[config.mk]
export PLATFORM = sky130hd
export DESIGN_NAME = btn_debounce
export DESIGN_NICKNAME = d
export VERILOG_FILES = /design/src/rtl/btn_pkg.sv /design/src/rtl/sync2.sv /design/src/rtl/btn_debounce.sv
export SDC_FILE = /design/constraint.sdc
export NUM_CORES = 1
export LEC_CHECK = 0
export CORE_MARGIN = 4
export CORE_UTILIZATION = 60
export DETAILED_ROUTE_END_ITERATION = 6
export GPL_ROUTABILITY_DRIVEN = 0
export HOLD_SLACK_MARGIN = 0.05
export PLACE_DENSITY = 0.81
export SLEW_MARGIN = 15
export SYNTH_ARGS = -nofsm -noshare
export SYNTH_HDL_FRONTEND = slang
export SYNTH_SLANG_ARGS = --single-unit
[constraint.sdc]
create_clock -name clk -period 3.47 [get_ports clk]
set_input_delay 0.5205 -clock clk [delete_from_list [all_inputs] [get_ports clk]]
set_output_delay 0.5205 -clock clk [all_outputs]
set_load 0.05 [all_outputs]
[src/rtl/btn_pkg.sv]
// Shared definitions for the push-button debouncer: FSM states and default timing.
package btn_pkg;

    localparam int DEBOUNCE_CYCLES_DEF = 50000;
    localparam int LONG_CYCLES_DEF     = 50000000;

    typedef enum logic [1:0] {
        IDLE         = 2'd0,
        PRESS_WAIT   = 2'd1,
        PRESSED      = 2'd2,
        RELEASE_WAIT = 2'd3
    } state_e;

endpackage

[src/rtl/sync2.sv]
// Two-flop synchronizer bringing one asynchronous bit into the clk domain.
module sync2 (
    input  logic clk,
    input  logic rst_n,
    input  logic d_i,
    output logic q_o
);

    logic meta_q;
    logic sync_q;

    always_ff @(posedge clk or negedge rst_n) begin
        if (!rst_n) begin
            meta_q <= 1'b0;
            sync_q <= 1'b0;
        end else begin
            meta_q <= d_i;
            sync_q <= meta_q;
        end
    end

    assign q_o = sync_q;

endmodule

[src/rtl/btn_debounce.sv]
// Push-button debouncer: level, press/release/long-press strobes and a press counter,
// all driven from the synchronized button and registered before leaving the block.
module btn_debounce
    import btn_pkg::*;
#(
    parameter int DEBOUNCE_CYCLES = DEBOUNCE_CYCLES_DEF,
    parameter int LONG_CYCLES     = LONG_CYCLES_DEF,
    parameter int CNT_W           = 26
) (
    input  logic       clk,
    input  logic       rst_n,
    input  logic       btn,
    output logic       btn_level,
    output logic       press_pulse,
    output logic       release_pulse,
    output logic       long_pulse,
    output logic [7:0] press_count
);

    localparam logic [CNT_W-1:0] DEB_LAST  = CNT_W'(DEBOUNCE_CYCLES - 1);
    localparam logic [CNT_W-1:0] LONG_LAST = CNT_W'(LONG_CYCLES - 1);
    localparam logic [CNT_W-1:0] LONG_ARM  = CNT_W'(LONG_CYCLES - 2);

    logic             btn_s;
    state_e           state_q, state_d;
    logic [CNT_W-1:0] timer_q, timer_d;
    logic             long_done_q, long_done_d;
    logic             level_q, level_d;
    logic             press_q, press_d;
    logic             release_q, release_d;
    logic             long_q, long_d;
    logic [7:0]       count_q;

    sync2 u_sync (
        .clk   (clk),
        .rst_n (rst_n),
        .d_i   (btn),
        .q_o   (btn_s)
    );

    always_ff @(posedge clk or negedge rst_n) begin
        if (!rst_n) begin
            state_q     <= IDLE;
            timer_q     <= '0;
            long_done_q <= 1'b0;
            level_q     <= 1'b0;
            press_q     <= 1'b0;
            release_q   <= 1'b0;
            long_q      <= 1'b0;
            count_q     <= 8'd0;
        end else begin
            state_q     <= state_d;
            timer_q     <= timer_d;
            long_done_q <= long_done_d;
            level_q     <= level_d;
            press_q     <= press_d;
            release_q   <= release_d;
            long_q      <= long_d;
            if (press_d) begin
                count_q <= count_q + 8'd1;
            end
        end
    end

    // Strobes are decided alongside the transition so they land in the first cycle of the new state.
    always_comb begin
        state_d     = state_q;
        timer_d     = timer_q;
        long_done_d = long_done_q;
        press_d     = 1'b0;
        release_d   = 1'b0;
        long_d      = 1'b0;

        case (state_q)
            IDLE: begin
                if (btn_s) begin
                    state_d = PRESS_WAIT;
                    timer_d = '0;
                end
            end
            PRESS_WAIT: begin
                if (!btn_s) begin
                    state_d = IDLE;
                    timer_d = '0;
                end else if (timer_q == DEB_LAST) begin
                    state_d     = PRESSED;
                    timer_d     = '0;
                    press_d     = 1'b1;
                    long_done_d = 1'b0;
                end else begin
                    timer_d = timer_q + CNT_W'(1);
                end
            end
            PRESSED: begin
                if (!btn_s) begin
                    state_d = RELEASE_WAIT;
                    timer_d = '0;
                end else begin
                    if (timer_q != LONG_LAST) begin
                        timer_d = timer_q + CNT_W'(1);
                    end
                    if ((timer_q == LONG_ARM) && !long_done_q) begin
                        long_d      = 1'b1;
                        long_done_d = 1'b1;
                    end
                end
            end
            RELEASE_WAIT: begin
                // A release glitch returns to PRESSED keeping the short release timer value.
                if (btn_s) begin
                    state_d = PRESSED;
                end else if (timer_q == DEB_LAST) begin
                    state_d   = IDLE;
                    timer_d   = '0;
                    release_d = 1'b1;
                end else begin
                    timer_d = timer_q + CNT_W'(1);
                end
            end
            default: begin
                state_d = IDLE;
                timer_d = '0;
            end
        endcase

        level_d = (state_d == PRESSED) || (state_d == RELEASE_WAIT);
    end

    assign btn_level     = level_q;
    assign press_pulse   = press_q;
    assign release_pulse = release_q;
    assign long_pulse    = long_q;
    assign press_count   = count_q;

endmodule

==> metrics.csv <==
metric,value,unit
status,"complete, no violations",
Antenna diodes,0,
CTS tree,yes,
CTS resizes,0,
cts bufs inserted,5,
first-pass GRT wire length,8.776,mm
measured slew at the worst slew-check pin,918.8,ps
Hold Fails Final Rpt,0,
"Max FO, Critical Path",11,
Worst Hold Class,reg -> reg,
Cell Pwr Density,334.6,nW/µm²
maximum VDD drop,230.8,µV
FF-to-FF path depth,6,
post-synth cell types,53,
Worst Setup Start Kind,flop,
PortBufs,14,
"Setup Fix Bufs, Post-CTS",0,
Layout fillers,314,
Async SR Flop Fraction,100.0,%
Root Buffer,clkbuf_8,
Top Metal Used,met4,
crit end category,flop,
H-tree depth,2,
CTS Buffer Depth,2,
Final setup viols,0,
clk_skew,4.327,ps
cell depth of the worst setup path,6,
hold depth,0,
final net count,254,
# rows,22,
RSZ-0062 raised after global routing,no,
routed vias/inst,6.152,
DRT iter0 DRCs,124,
Synth Net Count,239,
Slew Limit Headroom,38.75,%
CP max stage delay,570,ps
Final period util,69.20,%
GRT Overall Usage,22.24,%
Clock Latency Late Sink,300,ps
initial antenna violation count,0,
Critical Path AT,2580,ps
total clock sinks,43,
Die W,70.03,µm
Routed wire per std cell,16.80,µm
min cycle time layout,2401,ps
critical path type,reg -> reg,
DRC viols,0,
area delta synth->final,10.73,%
fin. max-slew vios,0,
post-synthesis sequential area ratio,46.61,%
f_max,416.5,MHz
Hold Buf Count CTS,0,
Via Count,1827,
die area,4904,µm²
largest net degree at the start of global routing,44,
layout cell share with drive strength beyond 1,8.434,%
Initial Util,62.58,%
Post-Route WL,4.990,mm
most frequent cells in the layout,"dfrtp_1, nor2_1, xnor2_1",
cell count after synthesis,233,
Die Ht,70.03,µm
first drt pass iteration count,4,
setup TNS,0,ps
CP max-delay cell,or4bb_1,
DP Cell Count,289,
max-capacitance violation count,0,
clock slew at reported path FFs,80,ps
crit-path cells,or4bb_1 -> or4b_4 -> o21ai_2 -> buf_4 -> nor3_1 -> mux2_4,
Non-Filler Instances,297,
ys flop type,dfrtp_1,
routed length on met2,2.345,mm
"Data required, critical path",3650,ps
crit path buf inv count,1,
DPL Wire Length,3.556,mm
vias in the first global route,1795,
"most common cell after layout, fill and taps aside",dfrtp_1,
grt ovf,0,
Static Leak,1.066,nW
"Warnings, synthesis",0,
io pins,15,
Netlist Area Pre-Place,2308,µm²
"EDFF count, synth",0,
register bit total from synthesis,43,
Crit path max-delay family,simple AND/OR/NAND/NOR gates,
syn_area_per_cell,9.908,µm²
Antenna Violating Nets Remaining,0,
core area,3689,µm²
Metal-1 WL,2.159,mm
met3 wire len,402,µm
==> cells by family (layout without fill, tap and decap cells) <==
logic type / after synthesis / count (layout) / synth area share [%]
simple gates: 115 / 115 / 29.32
flops: 43 / 43 / 46.61
compound gates: 32 / 32 / 9.919
xor+xnor: 20 / 20 / 7.588
buf+inv: 17 / 33 / 3.361
fa+ha+maj: 3 / 3 / 1.626
mux: 3 / 3 / 1.572
==> layout make-up <==
| class | instances | area (µm²) | area share (%) |
|---|---|---|---|
| clock buffer | 6 | 72.57 | 2.839 |
| timing repair buffer | 15 | 142.6 | 5.580 |
| sequential | 43 | 1076 | 42.09 |
| tap | 48 | 60.06 | 2.349 |
| clock inverter | 2 | 12.51 | 0.4895 |
| multi-input combinational | 173 | 1155 | 45.18 |
| inverter | 10 | 37.54 | 1.468 |
==> sequential cells by signal, indices dropped and copies added, names as in the netlist <==
name,count
btn_level,1
u_sync.q_o,1
press_count,8
press_pulse,1
state_q,2
long_done_q,1
release_pulse,1
long_pulse,1
u_sync.meta_q,1
timer_q,26
==> path summary, 6_finish.rpt <==
kind	start	to	slack (ps)
worst max-delay path	timer_q[18]$_DFFE_PN0P_	timer_q[0]$_DFFE_PN0P_	1070
worst min-delay path	u_sync.meta_q$_DFF_PN0_	u_sync.q_o$_DFF_PN0_	350
worst max register to register	timer_q[18]$_DFFE_PN0P_	timer_q[0]$_DFFE_PN0P_	1070
worst min register to register	u_sync.meta_q$_DFF_PN0_	u_sync.q_o$_DFF_PN0_	350
max in group asynchronous	rst_n	timer_q[8]$_DFFE_PN0P_	2550
min in group asynchronous	rst_n	timer_q[22]$_DFFE_PN0P_	360
==> where the power goes <==
group          switching (mW)  internal [mW]
registers             0.00424          0.504
clock network           0.165          0.140
logic                  0.0285         0.0128
==> synth_stat cells (2+ instances only) <==
cell,n,area share [%]
a22o_1,2,0.76
or3_1,4,1.1
nor2_1,24,3.9
o31ai_1,3,0.98
nand2_1,17,2.8
a31oi_1,5,1.4
and4_1,3,1.1
and2_1,2,0.54
o21ai_0,3,0.65
nand2b_1,4,1.1
clkbuf_1,2,0.33
nor4_1,8,2.2
nand3_1,13,2.8
xor2_1,2,0.76
nor4b_1,2,0.76
ha_1,3,1.6
and3_1,5,1.4
o2bb2ai_1,5,1.9
o21a_1,2,0.65
and4b_1,3,1.3
dfrtp_1,43,47
nor3_1,10,2.2
buf_2,2,0.43
xnor2_1,18,6.8
nand4_1,7,1.9
or2_2,2,0.54
a21oi_1,4,0.87
inv_1,10,1.6
==> stage by stage <==
stage          total power [mW]  util [%]  hold slack, ps  setup WS [ps]  instance area (µm²)
6_report                 0.8552     69.30           354.1           1069                 2556
5_1_grt                  0.8962     69.30           371.5          907.0                 2556
2_1_floorplan            0.5424         -           224.9           1337                 2308
3_3_place_gp             0.5586     66.99           337.1           1133                 2471
4_1_cts                  0.8669     69.30           358.9           1084                 2556
3_5_place_dp             0.5593     66.99           341.1           1109                 2471
==> metal layers <==
metal	track usage, %	vias to the layer above
met3	5.324	11
met5	0	-
met1	31.51	866
met2	33.26	75
met4	7.872	0
li1	-	875
==> worst register-to-register path: cells and delay by family (launching register included) <==
family          cells  cell delay (ps)
simple gates        3             1250
flops               1              430
compound gates      1              120
mux                 1              310
buf+inv             1              180
No activity file was read; power rests on OpenSTA's default activity.
